`src/rtl/tqvp_stevej_feeder_pkg.sv`:
```
// Shared definitions for the watchdog feeder peripheral: register map, bit positions,
// FSM state type and the byte/half/word write-merge helpers.
package tqvp_stevej_feeder_pkg;

   localparam logic [5:0] ADDR_CTRL      = 6'h00;
   localparam logic [5:0] ADDR_PERIOD    = 6'h01;
   localparam logic [5:0] ADDR_WIDTH     = 6'h02;
   localparam logic [5:0] ADDR_ARM       = 6'h03;
   localparam logic [5:0] ADDR_STATUS    = 6'h04;
   localparam logic [5:0] ADDR_PAT_COUNT = 6'h05;
   localparam logic [5:0] ADDR_IRQ_CLR   = 6'h06;

   localparam int CTRL_EN   = 0;
   localparam int CTRL_AUTO = 1;
   localparam int CTRL_INV  = 2;

   localparam int ST_ARMED   = 0;
   localparam int ST_MISSED  = 1;
   localparam int ST_FAULT   = 2;
   localparam int ST_PULSING = 3;

   typedef enum logic [1:0] {IDLE, RUN, PULSE} state_t;

   function automatic logic [31:0] write_mask(input logic [1:0] wn);
      case (wn)
         2'b00:   return 32'h0000_00FF;
         2'b01:   return 32'h0000_FFFF;
         2'b10:   return 32'hFFFF_FFFF;
         default: return 32'h0000_0000;
      endcase
   endfunction

   function automatic logic [31:0] merge_write(input logic [31:0] old_v,
                                               input logic [31:0] new_v,
                                               input logic [1:0]  wn);
      logic [31:0] m;
      m = write_mask(wn);
      return (old_v & ~m) | (new_v & m);
   endfunction

endpackage

```
`src/rtl/tqvp_stevej_watchdog_feeder.sv`:
```
// TinyQV peripheral driving periodic pat pulses to an external windowed watchdog;
// a pat is only sent when software re-armed the block within the current period.
module tqvp_stevej_watchdog_feeder
   import tqvp_stevej_feeder_pkg::*;
(
   input  logic        clk,
   input  logic        rst_n,
   input  logic [7:0]  ui_in,
   output logic [7:0]  uo_out,
   input  logic [5:0]  address,
   input  logic [31:0] data_in,
   input  logic [1:0]  data_write_n,
   input  logic [1:0]  data_read_n,
   output logic [31:0] data_out,
   output logic        data_ready,
   output logic        user_interrupt
);

   state_t      state_q, state_d;
   logic [31:0] counter_q, counter_d;
   logic [2:0]  ctrl_q, ctrl_d;
   logic [31:0] period_q, period_d;
   logic [15:0] width_q, width_d;
   logic [31:0] pat_count_q, pat_count_d;
   logic        armed_q, armed_d;
   logic        missed_q, missed_d;
   logic        ext_fault_q, ext_fault_d;
   logic        pat_q, pat_d;

   logic        wr, enabled, arm_wr, take_pat, miss, pulsing;
   logic [31:0] p_eff, w_eff, w_min1;
   logic        unused_inputs;

   assign unused_inputs = ^{ui_in[7:2], ui_in[0], data_read_n};

   assign wr      = (data_write_n != 2'b11);
   assign enabled = ctrl_q[CTRL_EN];
   assign arm_wr  = wr && (address == ADDR_ARM) && enabled;

   // At least one idle cycle per period, so the pulse is clamped to P-1.
   assign p_eff  = (period_q < 32'd2) ? 32'd2 : period_q;
   assign w_min1 = (width_q == 16'd0) ? 32'd1 : {16'b0, width_q};
   assign w_eff  = (w_min1 > p_eff - 32'd1) ? p_eff - 32'd1 : w_min1;

   // NOTE: every comb output gets a default first so no path can infer a latch.
   always_comb begin
      ctrl_d      = ctrl_q;
      period_d    = period_q;
      width_d     = width_q;
      pat_count_d = pat_count_q;
      armed_d     = armed_q;
      missed_d    = missed_q;
      ext_fault_d = ext_fault_q;

      if (wr && address == ADDR_CTRL) begin
         ctrl_d[CTRL_EN] = data_in[CTRL_EN];
         if (!enabled) begin
            ctrl_d[CTRL_AUTO] = data_in[CTRL_AUTO];
            ctrl_d[CTRL_INV]  = data_in[CTRL_INV];
         end
      end
      if (wr && address == ADDR_PERIOD && !enabled)
         period_d = merge_write(period_q, data_in, data_write_n);
      if (wr && address == ADDR_WIDTH && !enabled)
         width_d = 16'(merge_write({16'b0, width_q}, data_in, data_write_n));

      if (wr && address == ADDR_PAT_COUNT) pat_count_d = '0;
      if (take_pat)                        pat_count_d = pat_count_d + 32'd1;

      if (arm_wr)            armed_d = 1'b1;
      if (take_pat)          armed_d = 1'b0;
      if (!ctrl_d[CTRL_EN])  armed_d = 1'b0;

      // Event sets are applied after clears so a coincident set wins.
      if (wr && address == ADDR_IRQ_CLR && data_in[0]) missed_d    = 1'b0;
      if (wr && address == ADDR_IRQ_CLR && data_in[1]) ext_fault_d = 1'b0;
      if (miss)                                        missed_d    = 1'b1;
      if (enabled && !ui_in[1])                        ext_fault_d = 1'b1;
   end

   always_comb begin
      state_d   = state_q;
      counter_d = counter_q;
      take_pat  = 1'b0;
      miss      = 1'b0;
      if (!ctrl_d[CTRL_EN]) begin
         state_d   = IDLE;
         counter_d = '0;
      end else begin
         case (state_q)
            IDLE: begin
               state_d   = RUN;
               counter_d = '0;
            end
            RUN, PULSE: begin
               counter_d = counter_q + 32'd1;
               if (state_q == PULSE && counter_q == w_eff - 32'd1) state_d = RUN;
               if (counter_q == p_eff - 32'd1) begin
                  counter_d = '0;
                  if (armed_q || arm_wr || ctrl_q[CTRL_AUTO]) begin
                     state_d  = PULSE;
                     take_pat = 1'b1;
                  end else begin
                     miss = 1'b1;
                  end
               end
            end
            default: state_d = IDLE;
         endcase
      end
   end

   always_comb begin
      pulsing = (state_q == PULSE);
      pat_d   = (state_d == PULSE) ^ ctrl_d[CTRL_INV];
   end

   // NOTE: sequential state uses non-blocking assignments so every register samples pre-edge values.
   always_ff @(posedge clk) begin
      if (!rst_n) begin
         state_q     <= IDLE;
         counter_q   <= '0;
         ctrl_q      <= '0;
         period_q    <= '0;
         width_q     <= '0;
         pat_count_q <= '0;
         armed_q     <= 1'b0;
         missed_q    <= 1'b0;
         ext_fault_q <= 1'b0;
         pat_q       <= 1'b0;
      end else begin
         state_q     <= state_d;
         counter_q   <= counter_d;
         ctrl_q      <= ctrl_d;
         period_q    <= period_d;
         width_q     <= width_d;
         pat_count_q <= pat_count_d;
         armed_q     <= armed_d;
         missed_q    <= missed_d;
         ext_fault_q <= ext_fault_d;
         pat_q       <= pat_d;
      end
   end

   always_comb begin
      data_out = '0;
      case (address)
         ADDR_CTRL:      data_out = {29'b0, ctrl_q};
         ADDR_PERIOD:    data_out = period_q;
         ADDR_WIDTH:     data_out = {16'b0, width_q};
         ADDR_ARM:       data_out = {31'b0, armed_q};
         ADDR_STATUS: begin
            data_out[ST_ARMED]   = armed_q;
            data_out[ST_MISSED]  = missed_q;
            data_out[ST_FAULT]   = ext_fault_q;
            data_out[ST_PULSING] = pulsing;
         end
         ADDR_PAT_COUNT: data_out = pat_count_q;
         default:        data_out = '0;
      endcase
   end

   assign uo_out         = {2'b00, ext_fault_q, missed_q, armed_q, ctrl_q[CTRL_EN], pat_q, 1'b0};
   assign data_ready     = 1'b1;
   assign user_interrupt = missed_q | ext_fault_q;

endmodule

```
`config.mk`:
```
export PLATFORM = sky130hd
export DESIGN_NAME = tqvp_stevej_watchdog_feeder
export DESIGN_NICKNAME = d
export VERILOG_FILES = /design/src/rtl/tqvp_stevej_feeder_pkg.sv /design/src/rtl/tqvp_stevej_watchdog_feeder.sv
export SDC_FILE = /design/constraint.sdc
export NUM_CORES = 1
export LEC_CHECK = 0
export ABC_CLOCK_PERIOD_IN_PS = 6610
export BUFFER_PORTS_ARGS = -buffer_cell sky130_fd_sc_hd__buf_2
export CAP_MARGIN = 30
export CORE_ASPECT_RATIO = 1.4
export CORE_UTILIZATION = 50
export DETAILED_ROUTE_END_ITERATION = 12
export PLACE_DENSITY = 0.73
export SLEW_MARGIN = 25
export SYNTH_ARGS = -nofsm -noshare
export SYNTH_HDL_FRONTEND = slang
export SYNTH_SLANG_ARGS = --single-unit
```
`constraint.sdc`:
```
create_clock -name clk -period 6.61 [get_ports clk]
set_clock_uncertainty 0.15 [all_clocks]
set_input_delay 0.661 -clock clk [delete_from_list [all_inputs] [get_ports clk]]
set_output_delay 0.661 -clock clk [all_outputs]
set_load 0.02 [all_outputs]
```
# Yosys cells after proc, flatten, opt, wreduce, memory -nomap -nowiden
# Index checks and enable logic that the tools add are counted.
dict set report classes {
  muxes 31
  magnitude_cmp 2
  n_addsub 4
  reduce_logical 28
  n_bitwise 13
  n_eq_ne 14
}
# operator count
set ops {}
lappend ops {{two-way mux 32 bit} 6}
lappend ops {{one-hot mux 32 bit (3 select lines)} 1}
lappend ops {{one-hot mux 28 bit (3 select lines)} 1}
lappend ops {{adder 32 x 1 -> 32 bit (second input constant)} 2}
lappend ops {{AND 32 bit} 2}
lappend ops {{== test 32 bit} 2}
lappend ops {{one-hot mux 32 bit (2 select lines)} 1}
lappend ops {{subtractor 32 x 1 -> 32 bit (second input constant)} 2}
lappend ops {{AND 16 bit} 2}
lappend ops {{greater-than comparator 16 x 32 -> 1 bit} 1}
lappend ops {{< comparator 32 x 2 -> 1 bit (second input constant)} 1}
lappend ops {{two-way mux 16 bit} 2}
lappend ops {{NOT 32 bit} 1}
lappend ops {{OR 32 bit} 1}
lappend ops {{one-hot mux 4 bit (6 select lines)} 1}
lappend ops {{== test 6 x 3 -> 1 bit (second input constant)} 3}
lappend ops {{zero test 16 bit} 1}
lappend ops {{NOT 16 bit} 1}
lappend ops {{OR 16 bit} 1}
lappend ops {{logical AND 1 bit} 13}
lappend ops {{== test 6 x 2 -> 1 bit (second input constant)} 2}
lappend ops {{two-way mux 1 bit} 12}
lappend ops {{two-way mux 2 bit} 5}
lappend ops {{== test 2 bit (second input constant)} 3}
lappend ops {{other kinds (16)} 25}
dict set report word_totals {
  regBits 121
}

# Logic depth before layout (Yosys ltp)
# Gate-level depths: netlist of run 1.
dict set report logic_depth {
  word_depth 15
  mapped_depth 32
}

# Least setup slack after synthesis of run 1
# No wires, ideal clock.
dict set report synth_timing {
  kind {register to register}
  start {reg (tool-made name)}
  end {reg pat_q}
  path_buffers 3
  slack_ns -0.516
  arrival_ns 6.853
  stages_incl_launch_ff 32
  setup_time_ns 0.123
  cell_sequence {dfxtp_1 -> clkbuf_1 -> nor4_1 -> nand4_1 -> nor3_2 -> nand2b_1 -> ha_1 -> or4b_4 -> buf_6 -> nor4_1 -> xnor2_1 -> ha_1 -> nand4_1 -> nor2_1 -> and3_1 -> a21bo_2 -> a21oi_1 -> and2_1 -> buf_4 -> mux2i_1 -> ha_1 -> nand4_1 -> nor4_1 -> o21ai_0 -> nor2_1 -> mux2_2 -> nand3_1 -> o21ai_0 -> nand4_1 -> o311ai_1 -> a21oi_1 -> mux2_1}
}
# item line
set synth_lines {}
lappend synth_lines {{end signal, assigned} tqvp_stevej_watchdog_feeder.sv:141} ;# pat_q <= pat_d;
lappend synth_lines {{end, declared} tqvp_stevej_watchdog_feeder.sv:28} ;# logic pat_q, pat_d;

==> impl_results.md, run 1 <==
* Yosys warns at 0
* Post-DP HPWL at 23.1 mm
* Initial Util at 51.3%
* Residual DRC count at 0
* Grt met3 use at 4.56%
* Top fanout value on the critical path at 5
* Most frequent cells in the layout: nand2_1 (157), buf_4 (128), dfxtp_1 (120)
* Syn Area/Cell at 7.52 sq um
* Final WS setup at -0.0768 ns
* Die ar. at 19100 sq um
* GR Layer Usage met2 at 55.1%
* H-tree Lvls at 4
* Ys async rst share at 0%
* Sink Count at 121
* Hold_buf cts at 0
* Post-DRT Antenna Nets at 0
* IO Count at 94
* Sequential area share after synthesis at 26.1%
* Clk pin slew, worst setup/hold paths at 0.06 ns
* Clock Latency Late Sink at 0.43 ns
* Clock buffer count from CTS at 17
* Slowest cell on crit path: or4b_4
* Routed Wire Length at 30.7 mm
* Startpoint Class: flop
* Cell Area, Synth at 9280 sq um
* HP Class: in2reg
* Design Power at 2100 uW
* Crit end category: flop
* Tmin final at 6.69 ns
* P per Cell Area at 185 nW/um^2
* Failing checks: negative setup slack
* Layout area overhead at 22.3%
* Max-Cap Viols at 0
* Synth area leader: dfxtp_1
* LEAKAGE at 0.00475 uW
* Initial DRT Pass Iterations at 6
* Cell at the root of the clock tree: clkbuf_16
* I/O Buffers at 80
* Setup TNS at -0.0772 ns
* VDD IR-drop max at 212 uV
* Die height at 163 um
* Post-Place Setup Slack at -0.125 ns
* Nets at 1439
* Yosys cell types at 83
* Critical path's largest stage delay at 0.53 ns
* Drt wl/cell at 19.0 um
* Max Slew Vio Count at 0
* Post-route core utilization at 62.8%
* Setup violators final at 2
* Largest net degree at the start of global routing at 68
* Fmax at 0.150 GHz
* Placeable Area at 18100 sq um
* Std cell rows at 58
* Top cells by area, synth: dfxtp_1 (26%), nand2_1 (6.4%), xnor2_1 (5.6%), o21ai_0 (4.2%), a21boi_0 (4.1%)
* Share of layout cells above drive strength 1 at 23.0%
* Total grt overflow at 0
* Antenna diodes at 0
* Most common cell after layout, fill and taps aside: nand2_1
* Seq cells post-synth at 121
* Total number of vias at 9742
* Critical Path RT at 6.76 ns
* Rel. slew slack at 42.3%
* Met1 Use GR at 37.7%
* Run status: finished with violations
* Initial antenna violation count at 0
* Cells after synthesis at 1234
* Detailed router's first-iteration violation count at 794
* Final Cycle Share at 101%
* TritonCTS clock tree: yes
* GRT Overall Usage at 32.3%
* Fin. Hold Viols at 0
* Least-Margin Pin Slew at 0.864 ns
* Layout fillers at 1577
* Worst path arrival time at 6.84 ns
* Yosys top cell area share at 26.1%
* RSZ-0062 raised after global routing: true
* Maximum root-to-sink buffer count at 2
* CP Class: reg2reg
* Vias in the first global route at 9074
* Most used routing layer: met2
* Predominant post-synthesis flop cell: dfxtp_1
* Global placement routability congestion at 1.00
* DR vias/cell at 6.03
* Global-route wire length before repair at 47.1 mm
* Post-synth EDFFs at 0
* Die Span X at 117 um
[cell type report]
type | instances | area (sq um) | share of cell area, %
inverters | 33 | 124 | 1.09
flip-flops and latches | 121 | 2420 | 21.4
well taps | 240 | 300 | 2.65
clock buffers | 18 | 429 | 3.78
clock inverters | 14 | 114 | 1.00
multi-input cells | 979 | 6550 | 57.7
repair buffers | 211 | 1400 | 12.4
[worst max-delay path: cells and delay by family, from the launching register on]
kind | cells | cell delay (ns)
compound gates | 7 | 1.16
simple gates | 14 | 2.91
mux | 2 | 0.54
buf+inv | 4 | 0.66
flops | 1 | 0.33
fa+ha+maj | 3 | 0.66
xor+xnor | 1 | 0.13
[through the flow]
stage / cells / cell area (sq um) / hold WS (ns)
after floorplan: 1236 / 9390 / 0.301
after global placement: 1560 / 10400 / 0.327
after detailed placement: 1561 / 10400 / 0.335
after CTS: 1608 / 11200 / 0.334
after global routing: 1616 / 11300 / 0.345
final: 1616 / 11300 / 0.339
[synthesized netlist by cell type, drive strengths merged (24+ instances only)]
cell type,instances
nand3b,25
a21boi,52
dfxtp,121
nor2,96
xnor2,59
ha,24
a21oi,59
nand2,159
xor2,44
and3,35
nor3,29
o21ai,77
inv,32
nand3,38
nor4,35
clkbuf,80
[worst paths after layout]
| check | end | depth (start not counted) | slack [ns] | from |
|---|---|---|---|---|
| worst max-delay path | pat_q$_SDFF_PN0_ | 31 | -0.08 | flop |
| worst max register to register | pat_q$_SDFF_PN0_ | 31 | -0.08 | flop |
| worst min register to register | ctrl_q[1]$_SDFFE_PN0P_ | 2 | 0.34 | ctrl_q[1]$_SDFFE_PN0P_ |
| worst min-delay path | flop | 3 | 0.34 | data_in[25] |
[logic make-up (layout without fill, tap and decap cells)]
kind of cell             after synthesis  in the layout  share of synthesized area, %
AND/OR/NAND/NOR                      548            548                          31.9
AO/OA/AOI/OAI                        277            277                          19.9
XOR/XNOR                             103            103                          9.80
multiplexers                          23             23                          2.52
buffers and inverters                136            276                          6.39
other                                  2              4                        0.0809
adder cells (fa/ha/maj)               24             24                          3.24
flip-flops                           121            121                          26.1
[routing by layer]
layer	routed length, um	vias up
met5	0	-
met4	1770	0
met3	1550	97
met2	15200	333
met1	12300	4662
li1	-	4650
[power by group]
group / internal [uW] / leakage, uW / switching (uW) / total [uW]
clock: 486 / 0.000255 / 387 / 874
combinational: 225 / 0.00352 / 266 / 492
sequential: 730 / 0.000975 / 1.60 / 732
[what timing repair did]
action,CTS,global route
endpoints found under the hold margin,0,0
setup buffers,15,7
pin swaps,22,19
endpoints found under the setup margin,2,3
resized for setup,17,16
Power figures use the tool's default switching activity.
==> run 2: changes to the inputs <==
Settings changed: CORE_ASPECT_RATIO 1.4 to unset.
==> run 2 against run 1 <==
Against the previous run: the flow finishes with violations (design-rule violations); total power grew 0.49%; sequential power hardly changed; count of clock-buffer cells in the layout is 1 lower; maximum frequency increased by 1.8%; worst hold slack lost 0.0011 ns; global-route usage fell by 1.0 points; routed wire length fell by 1.2%; sequential share of layout area up 0.46 points; critical endpoint unchanged; highest routed layer unchanged.
==> impl_results.md, run 2 (synthesized netlist as in run 1, its figures left out) <==
* Placeable Area at 18100 sq um (about the same)
* Routed Wire Length at 30.3 mm (-1.2%)
* Global placement routability congestion at 0.977 (-2.5%)
* Hold WS at 0.337 ns (-0.00107 ns)
* VDD IR-drop max at 179 uV (-16%)
* Clock buffer count from CTS at 17 (unchanged)
* Setup violators final at 0 (-2)
* Design Power at 2110 uW (+0.49%)
* Global-route wire length before repair at 47.4 mm (+0.54%)
* LEAKAGE at 0.00459 uW (-3.3%)
* Initial antenna violation count at 0 (unchanged)
* CP Class: reg2reg
* Least-Margin Pin Slew at 0.913 ns (+0.0494 ns)
* R2R Setup Slk at 0.04 ns (+0.12 ns)
* Final Cycle Share at 99.3% (-1.8 points)
* Setup TNS at 0 ns (+0.0772 ns)
* Detailed router's first-iteration violation count at 1129 (+42%)
* H-tree Lvls at 4 (unchanged)
* R2R Path End: pat_q$_SDFF_PN0_
* TritonCTS clock tree: yes
* GRT Overall Usage at 31.3% (-1.0 points)
* Drt wl/cell at 19.3 um (+1.7%)
* Maximum root-to-sink buffer count at 2 (unchanged)
* Top fanout value on the critical path at 5 (unchanged)
* I/O Buffers at 80 (unchanged)
* Post-DRT Antenna Nets at 0 (unchanged)
* Stages on the worst setup path at 28 (-9.7%)
* Initial Util at 51.3% (about the same)
* Tmin final at 6.57 ns (-0.121 ns)
* Initial DRT Pass Iterations at 11 (+5)
* Startpoint Class: flop
* Die Span X at 138 um (+18%)
* Critical path's largest stage delay at 0.55 ns (+0.02 ns)
* Cell at the root of the clock tree: clkbuf_16
* Die height at 138 um (-15%)
* Reg2Reg Depth at 28 (-9.7%)
* Placed Area at 10300 sq um (-1.8%)
* Fmax at 0.152 GHz (+1.8%)
* Clock Latency Late Sink at 0.43 ns (about the same)
* Critical Path Sink: pat_q$_SDFF_PN0_
* Slowest cell on crit path: or4b_4
* RSZ-0062 raised after global routing: true
* Sink Count at 121 (unchanged)
* Max Slew Vio Count at 0 (unchanged)
* Largest net degree at the start of global routing at 68 (unchanged)
* IO Count at 94 (unchanged)
* CP delay by family, top: simple AND/OR/NAND/NOR gates
* Die ar. at 19100 sq um (about the same)
* Fin area at 11100 sq um (-2.1%)
* Run status: finished with violations
* CP dominant cell by count: nand4_1
* Post-route core utilization at 61.4% (-1.4 points)
* Share of layout cells above drive strength 1 at 21.0% (-1.9 points)
* Layout fillers at 1590 (+0.82%)
* Std cell rows at 49 (-16%)
* HP Class: in2reg
* Rel. slew slack at 38.5% (-3.8 points)
* Crit end category: flop
* Layout area overhead at 19.7%
* Failing checks: design-rule violations
* Antenna diodes at 0 (unchanged)
* Max-Cap Viols at 0 (unchanged)
* Residual DRC count at 12 (+12)
* Most common cell after layout, fill and taps aside: nand2_1
* Nets at 1404 (-2.4%)
* Total grt overflow at 0 (unchanged)
* Vias in the first global route at 8967 (-1.2%)
* Hold-critical path depth at 3 (unchanged)
* Post-DP HPWL at 22.2 mm (-3.9%)
* DR vias/cell at 6.20 (+2.9%)
* Clk pin slew, worst setup/hold paths at 0.06 ns (about the same)
* Total number of vias at 9734 (-0.082%)
* Critical Path RT at 6.77 ns (about the same)
* P per Cell Area at 190 nW/um^2 (+2.6%)
* Worst path arrival time at 6.73 ns (-0.11 ns)
* Fin. Hold Viols at 0 (unchanged)
* Critical path buffers and inverters at 3 (-1)
* Most frequent cells in the layout: nand2_1 (158), dfxtp_1 (119), buf_4 (95)
==> run 2: cell count changes in the layout (fill, tap and decap cells not counted), moves of 2 or more <==
cell	before	now
buf_4	128	95
inv_6	6	8
clkinv_4	3	1
nand3_1	34	36
mux2_4	0	2
ha_1	22	20
nand3_2	3	1
==> run 2: layout make-up <==
| cell class | count | area [sq um] | share of cell area (%) |
|---|---|---|---|
| multi-input cells | 979 | 6580 | 59.2 |
| flip-flops and latches | 121 | 2420 | 21.8 |
| clock buffers | 17 | 425 | 3.83 |
| repair buffers | 176 | 1130 | 10.2 |
| inverters | 33 | 124 | 1.11 |
| clock inverters | 14 | 136 | 1.23 |
| well taps | 229 | 287 | 2.58 |
==> run 2: routing by layer <==
metal	wire, um	vias up	global-route usage [%]
li1	-	4579	-
met1	13100	4595	41.1
met3	2680	76	7.31
met5	0	-	0
met4	895	0	11.8
met2	13700	484	49.9
==> run 2: timing repair <==
action	in CTS	in global routing
gates resized for setup	10	25
setup endpoints to repair	1	3
pin swaps	10	23
hold buffers	0	0
setup buffers	4	7
==> run 2: worst min-delay path by stage <==
stage,endpoint,from
2_1_floorplan,ctrl_q[1]$_SDFFE_PN0P_,ctrl_q[1]$_SDFFE_PN0P_
3_3_place_gp,pat_count_q[31]$_SDFF_PN0_,pat_count_q[31]$_SDFF_PN0_
3_5_place_dp,pat_count_q[31]$_SDFF_PN0_,pat_count_q[31]$_SDFF_PN0_
4_1_cts,flop,data_in[10]
5_1_grt,flop,data_in[11]
6_report,flop,data_in[30]
==> run 2: stage by stage <==
| stage | std cells | setup WS (ns) |
|---|---|---|
| after floorplan | 1236 | 0.0130 |
| after global placement | 1527 | 0.0864 |
| after detailed placement | 1527 | -0.0817 |
| after CTS | 1562 | 0.00233 |
| after global routing | 1569 | -0.174 |
| final | 1569 | 0.0441 |
==> run 2: power by group <==
group          leakage (uW)  internal (uW)  switching, uW  total (uW)
clock network      0.000268            524            392         916
logic               0.00335            201            259         460
registers          0.000975            730           1.68         732
==> run 2: worst min-delay path: stages <==
cell and delay, ns:
buf_2 0.09, nand2_1 0.04, a21boi_0 0.06
==> run 3: changes to the inputs <==
Settings changed: CORE_MARGIN set to 2, RECOVER_POWER set to 50.
==> run 3 against run 2 <==
Against the previous run: the run ends with max-capacitance violations, max-slew violations, negative setup slack left; critical path depth stayed put; register-to-register slack worse by 0.08 ns; via count down 1.2%; routed wire length is essentially flat; count of clock-buffer cells in the layout stayed put; worst hold slack barely moved; clock power grew 3.3%; first-iteration DRC count down 12%; global-route usage is 0.70 points lower; sequential power is essentially flat; combinational power fell by 2%; maximum frequency shrank 1.2%; critical path type unchanged; largest cell class unchanged.
==> impl_results.md, run 3 (synthesized netlist as in run 1, its figures left out) <==
* R2R Setup Slk at -0.04 ns (-0.08 ns)
* Comb power frac at 21.1% (-0.7 points)
* Placeable Area at 18100 sq um (unchanged)
* Maximum root-to-sink buffer count at 2 (unchanged)
* Hold_buf cts at 0 (unchanged)
* Critical path buffers and inverters at 3 (unchanged)
* Fmax at 0.150 GHz (-1.2%)
* Drt wl/cell at 19.3 um (-0.32%)
* Crit end category: flop
* Stages on the worst setup path at 28 (unchanged)
* LEAKAGE at 0.00444 uW (-3.4%)
* CP dominant cell by count: nand4_1
* DR vias/cell at 6.12 (-1.4%)
* Run status: finished with violations
* Die Span X at 140 um (+1.4%)
* Least-Margin Pin Slew at 1.99 ns (+1.07 ns)
* Placed Area at 10300 sq um (+0.37%)
* Post-route core utilization at 61.0% (-0.42 points)
* Routed Wire Length at 30.3 mm (about the same)
* Setup violators final at 1 (+1)
* Die height at 140 um (+1.4%)
* Global placement routability congestion at 0.978 (+0.18%)
* Startpoint Class: flop
* I/O Buffers at 80 (unchanged)
* Clock share of power at 44.5% (+1.0 points)
* Vias in the first global route at 8910 (-0.64%)
* Final WS setup at -0.0351 ns (-0.0792 ns)
* R2R Path End: pat_q$_SDFF_PN0_
* Max Slew Vio Count at 52 (+52)
* Global-route wire length before repair at 47.7 mm (+0.68%)
* Share of layout cells above drive strength 1 at 18.1% (-3.0 points)
* Layout area overhead at 18.9%
* H-tree Lvls at 4 (unchanged)
* Most common cell after layout, fill and taps aside: nand2_1
* Top fanout value on the critical path at 5 (unchanged)
* Largest net degree at the start of global routing at 68 (unchanged)
* Cell at the root of the clock tree: clkbuf_16
* Sink Count at 121 (unchanged)
* Worst path arrival time at 6.81 ns (+0.08 ns)
* Tmin final at 6.65 ns (+0.0792 ns)
* Setup TNS at -0.0351 ns (-0.0351 ns)
* Residual DRC count at 0 (-12)
* Post-DP HPWL at 22.7 mm (+2.5%)
* Flop pwr share at 34.4% (-0.3 points)
* CP Class: reg2reg
* IO Count at 94 (unchanged)
* Hold WS at 0.337 ns (-0.0000320 ns)
* Antenna diodes at 0 (unchanged)
* P per Cell Area at 193 nW/um^2 (+1.6%)
* TritonCTS clock tree: yes
* Reg2Reg Depth at 28 (unchanged)
* Fin. Hold Viols at 0 (unchanged)
* Max-Cap Viols at 2 (+2)
* Fin area at 11000 sq um (-0.69%)
* Post-DRT Antenna Nets at 0 (unchanged)
* Design Power at 2130 uW (+0.89%)
* Initial Util at 51.3% (unchanged)
* HP Class: in2reg
* Most frequent cells in the layout: nand2_1 (158), dfxtp_1 (120), buf_4 (96)
* Detailed router's first-iteration violation count at 989 (-12%)
* Slowest cell on crit path: or4b_4
* Clock Latency Late Sink at 0.43 ns (about the same)
* Die ar. at 19700 sq um (+2.9%)
* Final Cycle Share at 101% (+1.2 points)
* Nets at 1408 (+0.28%)
* Initial DRT Pass Iterations at 9 (-2)
* P_int at 1490 uW (+2.4%)
* GRT Overall Usage at 30.6% (-0.70 points)
* Clk pin slew, worst setup/hold paths at 0.06 ns (about the same)
* CP delay by family, top: simple AND/OR/NAND/NOR gates
* Clock buffer count from CTS at 17 (unchanged)
* Sw Share at 30.0% (-1.0 points)
* Total grt overflow at 0 (unchanged)
* Critical Path RT at 6.77 ns (about the same)
* Hold-critical path depth at 3 (unchanged)
* Rel. slew slack at -32.8% (-71 points)
* VDD IR-drop max at 170 uV (-5.2%)
* Hold Crit Start: data_in[15]
* Failing checks: max-capacitance violations, max-slew violations, negative setup slack
* Std cell rows at 49 (unchanged)
* Initial antenna violation count at 0 (unchanged)
* Critical path's largest stage delay at 0.54 ns (about the same)
* RSZ-0062 raised after global routing: true
* Sw power at 637 uW (-2.4%)
* Total number of vias at 9622 (-1.2%)
* Layout fillers at 1635 (+2.8%)
-- run 3: cell types whose count changed in the layout (fill, tap and decap cells not counted), sizes merged --
cell and change:
clkbuf +37, inv -1, buf -33, clkinvlp -2, bufinv +1, clkinv +2
-- run 3: worst reg2reg max path, delay by kind of cell (launching register included) --
kind            cells  cell delay [ns]
compound gates      4             1.12
xor+xnor            2             0.31
fa+ha+maj           3             0.61
buf+inv             3             0.41
flops               1             0.33
mux                 3             0.72
simple gates       13             2.87
-- run 3: through the flow --
stage	setup WS, ns	instances
after floorplan	0.0130	1236
after global placement	0.0882	1532
after detailed placement	-0.0177	1532
after CTS	0.0230	1564
after global routing	-0.286	1573
final	-0.0351	1573
-- run 3: power groups by stage --
stage                     clock network [uW]  logic [uW]  registers, uW
final                                    946         449            732
after global placement                     0         411            748
after CTS                                955         417            732
after floorplan                            0         284            748
after detailed placement                   0         413            748
after global routing                     985         480            732
-- run 3: worst max path at each step --
| stage | slack, ns | startpoint | end |
|---|---|---|---|
| floorplan | 0.01 | flop | pat_q$_SDFF_PN0_ |
| global placement | 0.09 | flop | pat_q$_SDFF_PN0_ |
| detailed placement | -0.02 | flop | pat_q$_SDFF_PN0_ |
| CTS | 0.02 | flop | pat_q$_SDFF_PN0_ |
| global route | -0.29 | flop | pat_q$_SDFF_PN0_ |
| finish | -0.04 | flop | pat_q$_SDFF_PN0_ |
-- run 3: cell type report --
class                      count  area [sq um]  area share (%)
tap                          229           287            2.60
clock inverter                14           160            1.45
clock buffer                  17           425            3.86
timing repair buffer         180          1110            10.0
sequential                   121          2420            22.0
inverter                      33           124            1.12
multi-input combinational    979          6510            59.0
-- run 3: layer usage --
metal  vias up  wire (um)  track usage, %
met3        56       2340            5.88
met4         0        807            9.89
met2       409      13800            49.1
met5         -          0               0
met1      4563      13400            41.6
li1       4594          -               -
-- run 3: repair_timing --
| action | in CTS | in global routing |
|---|---|---|
| setup buffers | 1 | 9 |
| setup endpoints to repair | 1 | 3 |
| pin swaps | 4 | 34 |
| resized for setup | 4 | 22 |
